==> src/rtl/imm_decode_stage.sv <==
// imm_decode_stage
//   Registered immediate-decode stage between fetch and execute. Each accepted
//   instruction is classified (R/I/S/B/U/J/ILL), its immediate is sign-extended
//   to XLEN, and instr/pc are forwarded one cycle later. A 2-entry skid buffer
//   (out stage + skid register) keeps in_ready free of any combinational path
//   from out_ready.
//
//   Optional feature macro: IMM_TARGET_EN
//     defined     -> out_target port exists; carries pc+imm registered with the entry
//     not defined -> no out_target port and no adder
//
// Ports
//   clk, rst_n           clock (rising edge), asynchronous active-low reset
//   flush                synchronous discard of all buffered entries
//   cnt_clr              synchronous clear of ill_cnt
//   in_valid/in_ready    upstream handshake
//   in_instr, in_pc      instruction word and its address
//   out_valid/out_ready  downstream handshake
//   out_instr, out_pc    forwarded instruction and address
//   out_fmt              R=0 I=1 S=2 B=3 U=4 J=5 ILL=7
//   out_imm              sign-extended immediate (shamt zero-extended)
//   out_target           pc+imm (IMM_TARGET_EN only)
//   ill_cnt              saturating count of accepted ILL entries

module imm_decode_stage #(
    parameter int unsigned XLEN  = 32,
    parameter int unsigned CNT_W = 8
) (
    input  logic             clk,
    input  logic             rst_n,
    input  logic             flush,
    input  logic             cnt_clr,
    input  logic             in_valid,
    output logic             in_ready,
    input  logic [31:0]      in_instr,
    input  logic [XLEN-1:0]  in_pc,
    output logic             out_valid,
    input  logic             out_ready,
    output logic [31:0]      out_instr,
    output logic [XLEN-1:0]  out_pc,
    output logic [2:0]       out_fmt,
    output logic [XLEN-1:0]  out_imm,
`ifdef IMM_TARGET_EN
    output logic [XLEN-1:0]  out_target,
`endif
    output logic [CNT_W-1:0] ill_cnt
);

    typedef enum logic [2:0] {
        FmtR   = 3'd0,
        FmtI   = 3'd1,
        FmtS   = 3'd2,
        FmtB   = 3'd3,
        FmtU   = 3'd4,
        FmtJ   = 3'd5,
        FmtIll = 3'd7
    } fmt_e;

    typedef struct packed {
        logic [31:0]     instr;
        logic [XLEN-1:0] pc;
        logic [2:0]      fmt;
        logic [XLEN-1:0] imm;
`ifdef IMM_TARGET_EN
        logic [XLEN-1:0] target;
`endif
    } entry_t;

    localparam logic [6:0] OpLui    = 7'b0110111;
    localparam logic [6:0] OpAuipc  = 7'b0010111;
    localparam logic [6:0] OpJal    = 7'b1101111;
    localparam logic [6:0] OpJalr   = 7'b1100111;
    localparam logic [6:0] OpLoad   = 7'b0000011;
    localparam logic [6:0] OpOpImm  = 7'b0010011;
    localparam logic [6:0] OpFence  = 7'b0001111;
    localparam logic [6:0] OpSystem = 7'b1110011;
    localparam logic [6:0] OpStore  = 7'b0100011;
    localparam logic [6:0] OpBranch = 7'b1100011;
    localparam logic [6:0] OpOp     = 7'b0110011;

    // ------------------------------------------------------------------
    // State
    // ------------------------------------------------------------------
    entry_t           r_out;
    entry_t           r_skid;
    logic             r_out_valid;
    logic             r_skid_valid;
    logic [CNT_W-1:0] r_ill_cnt;

    entry_t           w_out_nxt;
    entry_t           w_skid_nxt;
    logic             w_out_valid_nxt;
    logic             w_skid_valid_nxt;
    logic [CNT_W-1:0] w_ill_cnt_nxt;

    // ------------------------------------------------------------------
    // Decode of the incoming instruction
    // ------------------------------------------------------------------
    logic [6:0]      w_opcode;
    logic [2:0]      w_funct3;
    fmt_e            w_fmt;
    logic            w_is_shift;
    logic [31:0]     w_imm32;
    logic [XLEN-1:0] w_imm;
    entry_t          w_in_entry;

    assign w_opcode = in_instr[6:0];
    assign w_funct3 = in_instr[14:12];

    always_comb begin
        w_fmt = FmtIll;
        if (in_instr[1:0] == 2'b11) begin
            case (w_opcode)
                OpLui, OpAuipc:                                w_fmt = FmtU;
                OpJal:                                         w_fmt = FmtJ;
                OpJalr, OpLoad, OpOpImm, OpFence, OpSystem:    w_fmt = FmtI;
                OpStore:                                       w_fmt = FmtS;
                OpBranch:                                      w_fmt = FmtB;
                OpOp:                                          w_fmt = FmtR;
                default:                                       w_fmt = FmtIll;
            endcase
        end
    end

    assign w_is_shift = (w_fmt == FmtI) && (w_opcode == OpOpImm) &&
                        ((w_funct3 == 3'b001) || (w_funct3 == 3'b101));

    // Immediates are assembled as 32-bit signed values and then widened to XLEN;
    // a shamt always has bit 31 clear, so the same widening zero-extends it.
    always_comb begin
        w_imm32 = '0;
        case (w_fmt)
            FmtI: begin
                if (w_is_shift) begin
                    if (XLEN == 64) begin
                        w_imm32 = {26'b0, in_instr[25:20]};
                    end else begin
                        w_imm32 = {27'b0, in_instr[24:20]};
                    end
                end else begin
                    w_imm32 = {{20{in_instr[31]}}, in_instr[31:20]};
                end
            end
            FmtS: w_imm32 = {{20{in_instr[31]}}, in_instr[31:25], in_instr[11:7]};
            FmtB: w_imm32 = {{19{in_instr[31]}}, in_instr[31], in_instr[7],
                             in_instr[30:25], in_instr[11:8], 1'b0};
            FmtU: w_imm32 = {in_instr[31:12], 12'b0};
            FmtJ: w_imm32 = {{11{in_instr[31]}}, in_instr[31], in_instr[19:12],
                             in_instr[20], in_instr[30:21], 1'b0};
            default: w_imm32 = '0;
        endcase
    end

    assign w_imm = XLEN'($signed(w_imm32));

    always_comb begin
        w_in_entry        = '0;
        w_in_entry.instr  = in_instr;
        w_in_entry.pc     = in_pc;
        w_in_entry.fmt    = w_fmt;
        w_in_entry.imm    = w_imm;
`ifdef IMM_TARGET_EN
        w_in_entry.target = in_pc + w_imm;
`endif
    end

    // ------------------------------------------------------------------
    // Handshake and skid buffer
    // ------------------------------------------------------------------
    logic w_in_fire;
    logic w_out_fire;

    // Input presented during a flush is dropped outright.
    assign w_in_fire  = in_valid && !r_skid_valid && !flush;
    assign w_out_fire = r_out_valid && out_ready;

    always_comb begin
        w_out_nxt        = r_out;
        w_skid_nxt       = r_skid;
        w_out_valid_nxt  = r_out_valid;
        w_skid_valid_nxt = r_skid_valid;

        if (flush) begin
            w_out_valid_nxt  = 1'b0;
            w_skid_valid_nxt = 1'b0;
        end else if (r_skid_valid) begin
            // in_ready is low here, so only the skid-to-out move can happen.
            if (w_out_fire) begin
                w_out_nxt        = r_skid;
                w_skid_valid_nxt = 1'b0;
            end
        end else if (w_in_fire) begin
            if (!r_out_valid || out_ready) begin
                w_out_nxt       = w_in_entry;
                w_out_valid_nxt = 1'b1;
            end else begin
                w_skid_nxt       = w_in_entry;
                w_skid_valid_nxt = 1'b1;
            end
        end else if (w_out_fire) begin
            w_out_valid_nxt = 1'b0;
        end
    end

    // ------------------------------------------------------------------
    // Illegal-instruction counter: clear wins over increment, saturates at max
    // ------------------------------------------------------------------
    always_comb begin
        w_ill_cnt_nxt = r_ill_cnt;
        if (cnt_clr) begin
            w_ill_cnt_nxt = '0;
        end else if (w_in_fire && (w_fmt == FmtIll) && !(&r_ill_cnt)) begin
            w_ill_cnt_nxt = r_ill_cnt + CNT_W'(1);
        end
    end

    always_ff @(posedge clk or negedge rst_n) begin
        if (!rst_n) begin
            r_out        <= '0;
            r_skid       <= '0;
            r_out_valid  <= 1'b0;
            r_skid_valid <= 1'b0;
            r_ill_cnt    <= '0;
        end else begin
            r_out        <= w_out_nxt;
            r_skid       <= w_skid_nxt;
            r_out_valid  <= w_out_valid_nxt;
            r_skid_valid <= w_skid_valid_nxt;
            r_ill_cnt    <= w_ill_cnt_nxt;
        end
    end

    // ------------------------------------------------------------------
    // Outputs
    // ------------------------------------------------------------------
    assign in_ready   = !r_skid_valid;
    assign out_valid  = r_out_valid;
    assign out_instr  = r_out.instr;
    assign out_pc     = r_out.pc;
    assign out_fmt    = r_out.fmt;
    assign out_imm    = r_out.imm;
`ifdef IMM_TARGET_EN
    assign out_target = r_out.target;
`endif
    assign ill_cnt    = r_ill_cnt;

endmodule

==> config.mk <==
export PLATFORM = sky130hd
export DESIGN_NAME = imm_decode_stage
export DESIGN_NICKNAME = d
export VERILOG_FILES = /design/src/rtl/imm_decode_stage.sv
export SDC_FILE = /design/constraint.sdc
export NUM_CORES = 1
export LEC_CHECK = 0
export BUFFER_PORTS_ARGS = -buffer_cell sky130_fd_sc_hd__buf_2
export CAP_MARGIN = 10
export CORE_ASPECT_RATIO = 1.4
export CORE_MARGIN = 2
export CORE_UTILIZATION = 45
export CTS_BUF_LIST = sky130_fd_sc_hd__clkbuf_4 sky130_fd_sc_hd__clkbuf_8
export DETAILED_ROUTE_END_ITERATION = 7
export PLACE_DENSITY_LB_ADDON = 0.15
export SLEW_MARGIN = 0
export SYNTH_ARGS = -nofsm -noshare
export SYNTH_HDL_FRONTEND = slang
export SYNTH_SLANG_ARGS = --single-unit
==> constraint.sdc <==
create_clock -name clk -period 2 [get_ports clk]
set_input_delay 0.3 -clock clk [delete_from_list [all_inputs] [get_ports clk]]
set_output_delay 0.3 -clock clk [all_outputs]
set_load 0.01 [all_outputs]
==> After elaboration in Yosys (flattened, before gate mapping) <==
Cells that the tools add are included.
{ "word_totals": {"register_bits": 208, "input_bits": 70, "wordCells": 81} }
{ "op_classes": {"addsub": 1, "eq_ne": 23, "muxes": 20, "n_bitwise": 3, "reduce_logical": 23} }
{ "op_table": {"columns": ["operator", "n"], "rows": [
  ["$mux 99", 4],
  ["$pmux 32 s5", 1],
  ["$mux 32", 1],
  ["$eq 7x7->1 const B", 4],
  ["$eq 7x6->1 const B", 3],
  ["$pmux 3 s6", 1],
  ["$mux 8", 2],
  ["$eq 7x5->1 const B", 2],
  ["$eq 3x3->1 const B", 4],
  ["$mux 1", 10],
  ["$add 8x1->8 const B", 1],
  ["$reduce_and 4->1", 2],
  ["$reduce_and 8->1", 1],
  ["$eq 7x2->1 const B", 1],
  ["$eq 7x4->1 const B", 1],
  ["$logic_and 1x1->1", 7],
  ["$eq 3x1->1 const B", 2],
  ["$eq 3x2->1 const B", 2],
  ["$reduce_bool 2->1", 3],
  ["$reduce_or 5->1", 1],
  ["$logic_not 1->1", 4],
  ["$mux 3", 1],
  ["$ne 3x2->1 const B", 1],
  ["$not 1->1", 3],
  ["7 further kinds", 8]
]} }

==> Logic depth before layout (Yosys ltp) <==
Gate-level depths: netlist of the first run.
{ "depth": {"word_depth": 12, "ltp_mapped": 8, "mapped_depth_nobuf": 5} }

==> Worst setup path before layout of the first run <==
OpenSTA, ideal clock, no wires.
{ "synth_timing": {"kind": "flip-flop to flip-flop", "startpoint": "register r_ill_cnt[3] (netlist: ill_cnt[3])", "endpoint": "register r_ill_cnt[3] (netlist: ill_cnt[3])", "setup_time_ps": 78, "t_arrival_ps": 1814, "t_required_ps": 1922, "setup_slack_ps": 108, "path_stages_with_launch": 6, "synth_period_minus_slack_ps": 1892, "cell_sequence": "dfrtp_1 and3_1 and3_1 a311o_1 or4_1 a21oi_1"} }
{ "synth_via": {"elab_chain_len": 4, "elab_cells_between_ends": 7, "cone_classes": "add/sub: 1; mux: 2; reduce/logical: 4"} }
{ "synth_rtl": {"columns": ["item", "line", "text"], "rows": [
  ["start, declared", "88", "logic [CNT_W-1:0] r_ill_cnt;"],
  ["start signal, assigned", "229", "r_ill_cnt <= w_ill_cnt_nxt;"],
  ["branches (longest 4 deep; another with $add 8x1->8)", null, null]
]} }
Parallel ways; which one is timed is not known. The select of a mux whose other input is x is not followed.
A chain may end at the register's enable or synchronous reset.

==> Worst setup path after layout of the first run <==
{ "layout_timing": {"startpoint": "register r_ill_cnt[2] (netlist: ill_cnt[2])", "endpoint": "register r_ill_cnt[1] (netlist: ill_cnt[1])"} }
{ "layout_via": {"elab_chain_len": 4} }
{ "layout_rtl": {"columns": ["item", "line", "text"], "rows": [
  ["$reduce_and 8->1", "212", "end else if (w_in_fire && (w_fmt == FmtIll) && !(&r_ill_cnt)) begin"],
  ["$logic_not 1->1", "212", null],
  ["$logic_and 1x1->1", "212", null],
  ["$reduce_bool 2->1 (no source line)", null, null]
]} }
Every way passes these cells.

==> results by group, run 1 <==
Finish
  • Syn-to-layout area delta: 29.0%
  • NumNets Final: between 1000 and 1500
  • N_diodes: 0
  • Fraction of layout cells with a size suffix above 1: 0.256

Yosys
  • Post-synth net total: 1079
  • Yosys warning total: 0
  • Post-synth EDFFs: 0
  • Synth Register Bits: around 210
  • Syn Area/Cell: just over 9 um2
  • Post-Synth Simple-Gate Area: 0.181
  • Area contributors post-synth: dfrtp_1 56%, nand2_1 12%, mux2i_1 7.8%
  • Unique masters post-synth: 53
  • Mapped Area: roughly 0.0094 mm2
  • Area leader, netlist: dfrtp_1
  • Seq/Total Area, Yosys: 0.556
  • Main flop type after synthesis: dfrtp_1
  • Synth Area in XOR/XNOR: 0.000936
  • Async SR Flop Fraction: 1.00
  • Mux contribution to synthesized area: 0.0805
  • Syn Inst Count: between 1000 and 1500
  • Synth Area in Adders: 0.00134
  • Share of the synthesized area in the top cell type: 0.556
  • Largest family of logic cells by synthesized area: simple AND/OR/NAND/NOR gates
  • Compound-gate portion of the synthesized area: 0.144

Min path
  • Critical hold path startpoint: in_instr[28]
  • Min-Delay Path Depth: 3
  • Hold Crit Class: in2reg
  • Min-Delay Endpoint: r_skid[95]

Floorplanning
  • Total die area: ~0.022 mm2
  • # rows: between 60 and 70
  • Die X: 126 um
  • I/O Pins: approximately 180
  • Initial Util: 0.457
  • CORE AREA: 0.0205 mm2
  • Die height: 175 um

Placement
  • DPL Wire Length: 16.4 mm
  • PortBufs: roughly 180
  • RePlAce Congestion: a little under 0.9

STA
  • Final Hold Fails: 0
  • Unrepaired setup endpoints after global routing: true
  • Final setup fails: 0
  • Final min period: 1.97 ns
  • Fin Clk Skew: ~0.024 ns
  • Slew margin rel.: 0.647
  • Worst-margin pin slew: slightly above 0.5 ns
  • FMAX: about 510 MHz
  • Period utilization: 0.984
  • Final slew viol count: 0
  • Hold slack: between 0.02 and 0.025 ns

Drt
  • Antenna Nets Post-Route: 0
  • Initial DRC count: about 380
  • Metal2 WL: approximately 13 mm
  • DR WL met3: around 1.3 mm
  • # DRC: 0
  • Via density: slightly above 5
  • DR vias: between 7000 and 8000
  • Top layer in use: met4
  • Wirelength per Cell: roughly 16 um
  • WL met1: roughly 11 mm
  • Drt total wl: approximately 25 mm
  • First-pass iteration count of the detailed router: 6

CTS
  • CTS H-tree lvls: 2
  • Clock-pin slew on the worst setup and hold paths: ~0.06 ns
  • Worst-skew pair later-pin latency: roughly 0.53 ns
  • CTS tree: built
  • CTS buffer count: 34
  • Clock Sinks: roughly 210
  • Clock buffer depth: 3
  • CTS root buffer: clkbuf_8

GRT
  • Global route total overflow: 0
  • Overall routing resource usage: 0.230
  • Pin count of the biggest net entering global routing: between 60 and 70
  • Global-route wire length before repair: ~41 mm
  • Antenna violations before repair: 0
  • Vias in the first global route: roughly 8000

Power and ir drop
  • Clk pwr share: 0.344
  • Total power draw: around 0.011 W
  • Sw frac: 0.290
  • LEAKAGE: between 5 and 6 nW
  • Internal Power: 0.00803 W
  • Cell Pwr Density: 938 mW/mm2
  • Sequential share of power: 0.479
  • Max VDD drop: approximately 0.63 mV
  • P_sw: ~0.0033 W
  • Combinational power share: 0.177

Setup path
  • Reg2reg end: ill_cnt[1]
  • Worst Setup End Kind: register
  • Reg2Reg Depth: 6
  • Worst reg2reg setup slack: 0.03 ns
  • CP Class: reg2reg
  • Crit Path Max Fanout: 8
  • Crit-path cells: and3_1, and3_1, a311o_2, buf_6, or3b_4, a21oi_2
  • Worst Path Arrival: 2.42 ns
  • Worst path most repeated cell: and3_1
  • R2r startpoint: ill_cnt[2]
  • Worst path max stage delay: 0.46 ns
  • CP required: 2.46 ns
  • Slowest CP cell: a311o_2
  • Worst Setup Start Kind: register

Run status
  • Status: finished, final reports clean

Run
  • # Max-Cap Violations: 0
[final cells by class]
cell class | count | area (um2)
fill | 1865 | 8410
sequential | 208 | 5210
multi-input combinational | 719 | 3880
timing repair buffer | 273 | 1880
clock buffer | 54 | 674
tap | 256 | 320
inverter | 13 | 52.6
clock inverter | 8 | 51.3
[registers in the layout, indices dropped and copies added (netlist names)]
| signal | flops |
|---|---|
| out_imm | 32 |
| ill_cnt | 8 |
| out_fmt | 3 |
| r_skid_valid | 1 |
| r_skid | 99 |
| out_pc | 32 |
| out_instr | 32 |
| out_valid | 1 |
[through the flow]
step           instances  setup WS (ns)  setup TNS (ns)  utilization  area, um2
2_1_floorplan       1008          0.108               0            -       9360
3_3_place_gp        1424        -0.0114         -0.0413        0.527      10800
3_5_place_dp        1424        -0.0613          -0.257        0.527      10800
4_1_cts             1525        -0.0281         -0.0281        0.583      11900
5_1_grt             1531        -0.0469          -0.137        0.589      12100
6_report            1531         0.0314               0        0.589      12100
[placed cells by master, fill, tap and decap left out, types with 5 or more instances in the layout]
cell type,instances
a21oi_1,95
or3_1,14
clkbuf_4,11
dfrtp_1,207
clkbuf_8,43
o21ai_0,113
inv_1,12
a31oi_1,5
nor2_1,36
nand2_1,293
buf_12,10
nand3_1,6
buf_2,177
and3_1,15
dlygate4sd3_1,34
mux2i_1,72
buf_4,46
[cells by family (layout without fill, tap and decap cells)]
family | count (synthesis) | in the layout
AND/OR/NAND/NOR | 396 | 396
AO/OA/AOI/OAI | 246 | 246
flip-flops | 208 | 208
buffers and inverters | 81 | 348
multiplexers | 75 | 75
adder cells (fa/ha/maj) | 1 | 1
XOR/XNOR | 1 | 1
[metal layers]
layer / vias up / track usage
met1: 3807 / 0.290
met3: 40 / 0.0502
met5: - / 0
met4: 0 / 0.0769
met2: 188 / 0.395
li1: 3906 / -
[repair_timing]
action                                 CTS  global route
buffers inserted                         4             5
pin swaps                                4             8
setup endpoints to repair                6            17
gates resized for setup                  8            13
cloned                                   1             1
endpoints found under the hold margin   78             0
hold buffers                            34             0
[Yosys cell counts, types with 2 or more instances]
master	instances
nand2_1	294
nand2b_1	5
o21ai_0	114
or4_1	6
dfrtp_1	208
a211oi_1	3
buf_6	2
clkbuf_1	47
or3_1	14
nor2_1	36
a22oi_1	4
o21a_1	2
mux2_2	2
nand3_1	6
and3_1	15
buf_2	11
nor2b_1	3
inv_1	13
and2_1	2
a31oi_1	5
mux2i_1	73
buf_1	7
o21bai_1	2
or3b_1	2
o31ai_1	6
a21oi_1	99
[worst max path at each step]
stage | start | endpoint | slack, ns | cells after the start
floorplan | ill_cnt[3] | ill_cnt[3] | 0.11 | 5
global placement | ill_cnt[2] | ill_cnt[7] | -0.01 | 5
detailed placement | ill_cnt[2] | ill_cnt[7] | -0.06 | 5
CTS | r_skid_valid | ill_cnt[1] | -0.03 | 6
global route | ill_cnt[2] | ill_cnt[6] | -0.05 | 7
finish | ill_cnt[2] | ill_cnt[1] | 0.03 | 6
[critical path, delay by kind of cell (launching register included)]
kind	cells	cell delay, ns
buffers and inverters	1	0.16
AND/OR/NAND/NOR	3	0.74
AO/OA/AOI/OAI	2	0.58
flip-flops	1	0.41
[power by group through the flow]
stage	sequential (W)	combinational [W]	clock, W
2_1_floorplan	0.00557	0.000923	0
3_3_place_gp	0.00547	0.00188	0
3_5_place_dp	0.00549	0.00193	0
4_1_cts	0.00542	0.00201	0.00400
5_1_grt	0.00552	0.00228	0.00420
6_report	0.00542	0.00200	0.00390
Note: power is estimated with default switching activity, not from simulation.
==> inputs of run 2 (changes only) <==
CORE_UTILIZATION = 55   (was 45)
==> results by group, run 2 (synthesized netlist as in run 1, its figures left out) <==
Power and ir drop
  • Max VDD drop: 0.608 mV (-3.7%)
  • Total power draw: 0.0113 W (-0.42%)
  • Cell Pwr Density: 918 mW/mm2 (-2.2%)
  • LEAKAGE: 6.00 nW (+2.4%)

GRT
  • Antenna violations before repair: 0 (unchanged)
  • Pin count of the biggest net entering global routing: 69 (+9.5%)
  • Global-route wire length before repair: 39.9 mm (-3.5%)
  • Global route total overflow: 0 (unchanged)
  • Vias in the first global route: 8149 (+0.33%)
  • Overall routing resource usage: 0.274 (+0.0440)

Setup path
  • Worst Setup End Kind: register
  • CP Class: reg2reg
  • Slowest CP cell: dfrtp_4
  • Crit-path cells: nand2b_4, buf_6, buf_6, a211oi_4, buf_4, buf_6, mux2i_4, a21oi_1, a21oi_1
  • Top Family by Delay on Critical Path: buffers and inverters
  • Reg2reg end: out_imm[31]
  • Worst Path Arrival: 2.48 ns (+0.06 ns)
  • Worst path max stage delay: 0.49 ns (+0.03 ns)
  • Worst path most repeated cell: buf_6
  • CP required: 2.49 ns (+0.03 ns)
  • Worst reg2reg setup slack: 0.009 ns (-0.02 ns)
  • Bufs and invs on worst path: 4 (+3)
  • Worst Setup Start Kind: register
  • Crit Path Max Fanout: 5 (-3)
  • R2r startpoint: r_skid_valid
  • Reg2Reg Depth: 9 (+3)

STA
  • Setup TNS: 0 ns (unchanged)
  • Worst-margin pin slew: 0.563 ns (+0.0458 ns)
  • Hold slack: 0.0194 ns (-0.00274 ns)
  • Slew margin rel.: 0.624 (-0.0224)
  • Final setup fails: 0 (unchanged)
  • FMAX: 502 MHz (-1.2%)
  • Final slew viol count: 0 (unchanged)
  • Final Hold Fails: 0 (unchanged)
  • Final min period: 1.99 ns (+0.0229 ns)
  • Fin Clk Skew: 0.0285 ns (+0.00489 ns)
  • Period utilization: 0.996 (+0.0115)
  • Unrepaired setup endpoints after global routing: true

Placement
  • DPL Wire Length: 16.4 mm (about the same)
  • PortBufs: 178 (unchanged)
  • Placed cell count: 1392 (-2.2%)
  • RePlAce Congestion: 0.852 (-2.3%)

Floorplanning
  • Die X: 114 um (-9.2%)
  • Initial Util: 0.561 (+0.104)
  • # rows: 56 (-9.7%)
  • Total die area: 0.0181 mm2 (-18%)
  • CORE AREA: 0.0167 mm2 (-19%)
  • Die height: 158 um (-9.3%)
  • I/O Pins: 179 (unchanged)

Drt
  • First-pass iteration count of the detailed router: 5 (-1)
  • Drt total wl: 25.2 mm (about the same)
  • DR vias: 8247 (+3.9%)
  • # DRC: 0 (unchanged)
  • Wirelength per Cell: 16.8 um (+2.0%)
  • Via density: 5.49 (+5.9%)
  • Antenna Nets Post-Route: 0 (unchanged)
  • Initial DRC count: 525 (+37%)

Finish
  • Final Core Density: 0.737 (+0.148)
  • Most common cell after layout, fill and taps aside: nand2_1
  • Fraction of layout cells with a size suffix above 1: 0.263 (+0.00701)
  • Largest Register: r_skid
  • N_diodes: 0 (unchanged)
  • Syn-to-layout area delta: 31.3%
  • Finished Layout Cells: 1501 (-2.0%)
  • Commonest cells after routing, fill and taps aside: 292 x nand2_1, 207 x dfrtp_1, 177 x buf_2
  • Max FFs per register: 99 (unchanged)
  • NumNets Final: 1347 (+2.0%)

CTS
  • Clock-pin slew on the worst setup and hold paths: 0.06 ns (about the same)
  • Worst-skew pair later-pin latency: 0.57 ns (+0.04 ns)
  • CTS tree: built
  • Clock buffer depth: 3 (unchanged)
  • CTS H-tree lvls: 1 (-1)
  • CTS root buffer: clkbuf_8
  • CTS buffer count: 31 (-8.8%)
  • Clock Sinks: 208 (unchanged)

Min path
  • Hold Crit Class: in2reg
  • Min-Delay Endpoint: r_skid[91]
  • Critical hold path startpoint: in_instr[24]
  • Min-Delay Path Depth: 3 (unchanged)

Run
  • # Max-Cap Violations: 0 (unchanged)

Run status
  • Status: finished, final reports clean
## run 2: changes by cell type in the layout (fill, tap and decap cells not counted), sizes merged
cell,change
clkbuf,-3
bufinv,+1
clkinv,-1
dlygate4sd3,+12
buf,+19
bufbuf,-1
clkinvlp,-4
## run 2: power breakdown
group	internal [W]	switching, W
Combinational	0.000913	0.00117
Clock	0.00215	0.00161
Sequential	0.00500	0.000423
Total	0.00807	0.00321
## run 2: repair_timing
| item | 4_1_cts | 5_1_grt |
|---|---|---|
| hold buffers | 46 | 0 |
| setup buffers | 0 | 6 |
| endpoints found under the setup margin | 5 | 57 |
| hold endpoints to repair | 93 | 0 |
| pin swaps | 1 | 9 |
| resized for setup | 3 | 30 |
| cloned | 0 | 2 |
## run 2: metrics by stage
stage               setup WS (ns)  area [um2]
floorplan                   0.108        9360
global placement          0.00942       10900
detailed placement        -0.0540       10900
CTS                        0.0127       12100
global route              -0.0907       12300
finish                    0.00852       12300
## run 2: cell type report
type,instances,area (um2)
inverter,13,48.8
fill,1268,4390
sequential,208,5210
multi-input combinational,719,3940
tap,203,254
clock inverter,4,45.0
clock buffer,51,646
timing repair buffer,303,2150
## run 2: tightest hold or removal path, stage by stage
cell	delay, ns
buf_2	0.12
nand2_1	0.06
nand2_1	0.05
## run 2: metal layers
layer | vias up | wire (um) | GRT usage
li1 | 3951 | - | -
met1 | 3976 | 10200 | 0.340
met2 | 264 | 12700 | 0.481
met3 | 56 | 1350 | 0.0423
met4 | 0 | 884 | 0.112
met5 | - | 0 | 0
## run 2: worst max-delay path by stage
stage	start	to	slack [ns]	cells past startpoint
2_1_floorplan	ill_cnt[3]	ill_cnt[3]	0.11	5
3_3_place_gp	in_instr[6]	out_fmt[2]	0.009	8
3_5_place_dp	in_instr[6]	out_fmt[2]	-0.05	8
4_1_cts	r_skid_valid	ill_cnt[0]	0.01	6
5_1_grt	r_skid_valid	out_imm[31]	-0.09	9
6_report	r_skid_valid	out_imm[31]	0.009	9
==> inputs of run 3 (changes only) <==
ABC_AREA = 1   (was not set)
HOLD_SLACK_MARGIN = 0.12   (was not set)
SLEW_MARGIN = 20   (was 0)
==> results by group, run 3 <==
Setup path
  • Worst Path Arrival: 2.32 ns (-0.16 ns)
  • Crit Path Max Fanout: 42 (+37)
  • R2r startpoint: r_skid_valid
  • CP required: 2.42 ns (-0.07 ns)
  • CP Class: in2reg
  • Worst setup path startpoint: in_instr[0]
  • Worst Setup Start Kind: primary input
  • Worst Setup End Kind: register

Finish
  • Finished Cell Area: 0.0120 mm2 (-2.5%)
  • Max FFs per register: 99 (unchanged)
  • Largest Register: r_skid
  • Final Core Density: 0.697 (-0.0398)
  • Commonest cells after routing, fill and taps aside: 439 x nand2_1, 207 x dfrtp_1, 177 x buf_2
  • Most common cell after layout, fill and taps aside: nand2_1
  • Syn-to-layout area delta: 25.5%
  • NumNets Final: 1491 (+11%)
  • N_diodes: 0 (unchanged)
  • Fraction of layout cells with a size suffix above 1: 0.193 (-0.0709)

Yosys
  • Async SR Flop Fraction: 1.00 (unchanged)
  • Commonest cells post-synth: 441 x nand2_1, 208 x dfrtp_1, 132 x nor2_1
  • Main flop type after synthesis: dfrtp_1
  • Share of the synthesized area in the top cell type: 0.546 (-0.0109)
  • Syn Inst Count: 1190 (+18%)
  • Count leader, synth: nand2_1
  • Yosys warning total: 0 (unchanged)
  • Area contributors post-synth: dfrtp_1 55%, nand2_1 17%, nor2_1 5.2%
  • Synth Register Bits: 208 (unchanged)
  • Syn Area/Cell: 8.02 um2 (-14%)
  • Area leader, netlist: dfrtp_1
  • Post-synth net total: 1261 (+17%)
  • Seq/Total Area, Yosys: 0.546 (-0.0109)
  • Post-synth EDFFs: 0 (unchanged)
  • Unique masters post-synth: 32 (-40%)
  • Mapped Area: 0.00954 mm2 (+2.0%)

Placement
  • PortBufs: 178 (unchanged)
  • RePlAce Congestion: 0.891 (+4.5%)
  • Placed inst area: 0.0107 mm2 (-2.0%)
  • DPL Wire Length: 15.6 mm (-5.0%)
  • DP Worst Slack: -0.0320 ns (+0.0220 ns)

Drt
  • First-pass iteration count of the detailed router: 5 (unchanged)
  • Drt total wl: 25.1 mm (-0.23%)
  • DR vias: 8719 (+5.7%)
  • Via density: 5.22 (-4.9%)
  • Initial DRC count: 774 (+47%)
  • # DRC: 0 (unchanged)
  • Antenna Nets Post-Route: 0 (unchanged)
  • Wirelength per Cell: 15.1 um (-10%)

CTS
  • CTS root buffer: clkbuf_8
  • Worst-skew pair later-pin latency: 0.55 ns (-0.02 ns)
  • Clock buffer depth: 3 (unchanged)
  • Clock Sinks: 208 (unchanged)
  • Clock-pin slew on the worst setup and hold paths: 0.06 ns (about the same)
  • CTS tree: built
  • CTS H-tree lvls: 1 (unchanged)
  • # Post-CTS Setup Buffers: 0 (unchanged)
  • CTS buffer count: 31 (unchanged)

Floorplanning
  • CORE AREA: 0.0172 mm2 (+3.1%)
  • Initial Util: 0.555 (-0.00586)
  • Die height: 160 um (+0.97%)
  • Die X: 115 um (+0.96%)
  • Total die area: 0.0184 mm2 (+1.9%)
  • # rows: 57 (+1.8%)
  • I/O Pins: 179 (unchanged)

GRT
  • Global-route wire length before repair: 41.7 mm (+4.7%)
  • Antenna violations before repair: 0 (unchanged)
  • Global route total overflow: 0 (unchanged)
  • Vias in the first global route: 8401 (+3.1%)
  • Overall routing resource usage: 0.276 (+0.00109)
  • Pin count of the biggest net entering global routing: 99 (+43%)

STA
  • Fin Clk Skew: 0.00842 ns (-0.0201 ns)
  • Final Hold Fails: 0 (unchanged)
  • Slew margin rel.: 0.275 (-0.349)
  • FMAX: 527 MHz (+4.9%)
  • Hold slack: 0.182 ns (+0.162 ns)
  • Final slew viol count: 0 (unchanged)
  • Worst-margin pin slew: 1.09 ns (+0.525 ns)
  • Worst setup margin: 0.101 ns (+0.0925 ns)
  • Setup TNS: 0 ns (unchanged)
  • Period utilization: 0.949 (-0.0463)
  • Final setup fails: 0 (unchanged)
  • Unrepaired setup endpoints after global routing: false
  • Final min period: 1.90 ns (-0.0925 ns)

Power and ir drop
  • Combinational power share: 0.189 (+0.004)
  • Internal Power: 0.00764 W (-5.3%)
  • LEAKAGE: 6.32 nW (+5.4%)
  • Sequential share of power: 0.510 (+0.029)
  • Clk pwr share: 0.301 (-0.033)
  • Max VDD drop: 0.567 mV (-6.7%)
  • P_sw: 0.00310 W (-3.4%)
  • Sw frac: 0.289 (+0.00420)
  • Cell Pwr Density: 896 mW/mm2 (-2.3%)

Run status
  • Status: finished, final reports clean

Run
  • # Max-Cap Violations: 0 (unchanged)

Min path
  • Hold Crit Class: in2reg
  • Critical hold path startpoint: in_valid
-- run 3: cells by family (layout without fill, tap and decap cells) --
family / after synthesis / in the layout / synth area share
AOI/OAI and AO/OA: 178 / 178 / 0.108
xor gates and xnor gates: 6 / 6 / 0.00551
and+or+nand+nor: 657 / 657 / 0.279
DFF: 208 / 208 / 0.546
buffers and inverters: 140 / 383 / 0.0616
adders and majority gates: 1 / 1 / 0.00131
-- run 3: path summary, 6_finish.rpt --
| path | depth (start not counted) | slack [ns] | to |
|---|---|---|---|
| worst max-delay path | 13 | 0.10 | r_skid[16] |
| worst min-delay path | 5 | 0.18 | ill_cnt[4] |
| worst max register to register | 8 | 0.20 | r_skid[16] |
| worst min register to register | 2 | 0.47 | out_imm[22] |
| max in group asynchronous | 3 | 1.09 | out_imm[26] |
| min in group asynchronous | 2 | 0.26 | out_pc[24] |
-- run 3: through the flow --
stage,power [W],instances
floorplan,0.00660,1190
global placement,0.00737,1554
detailed placement,0.00745,1554
CTS,0.0108,1669
global route,0.0114,1669
finish,0.0107,1669
-- run 3: worst max-delay path, stage by stage --
cell and delay [ns]:
dlygate4sd3_1 0.54, buf_2 0.15, nand2_2 0.15, inv_2 0.05
nand2_1 0.09, nand2_1 0.11, a21oi_2 0.22, nand2_4 0.13
nand3_4 0.09, buf_12 0.21, nand3_1 0.10, nand2_1 0.09
o21ai_1 0.08
-- run 3: metal layers --
layer,part of all wire,GRT usage
met1,0.44,0.378
met2,0.49,0.455
met3,0.052,0.0372
met4,0.027,0.0849
met5,0,0
-- run 3: final cells by class --
type                    instances  area (um2)
fillers                      1393        5210
inverters                      65         249
clock inverters                 1        7.51
repair buffers                272        1910
multi-input cells             842        3770
clock buffers                  45         544
well taps                     236         295
flip-flops and latches        208        5210
-- run 3: timing repair --
item / CTS / global route
gates cloned: 0 / 0
hold buffers: 69 / 0
endpoints found under the setup margin: 1 / 87
endpoints found under the hold margin: 335 / 0
resized for setup: 2 / 4
-- run 3: power by group through the flow --
stage                     clock network (W)  registers, W  logic (W)
after floorplan                           0       0.00564   0.000955
after global placement                    0       0.00551    0.00187
after detailed placement                  0       0.00553    0.00191
after CTS                           0.00330       0.00547    0.00203
after global routing                0.00350       0.00557    0.00231
final                               0.00323       0.00548    0.00202
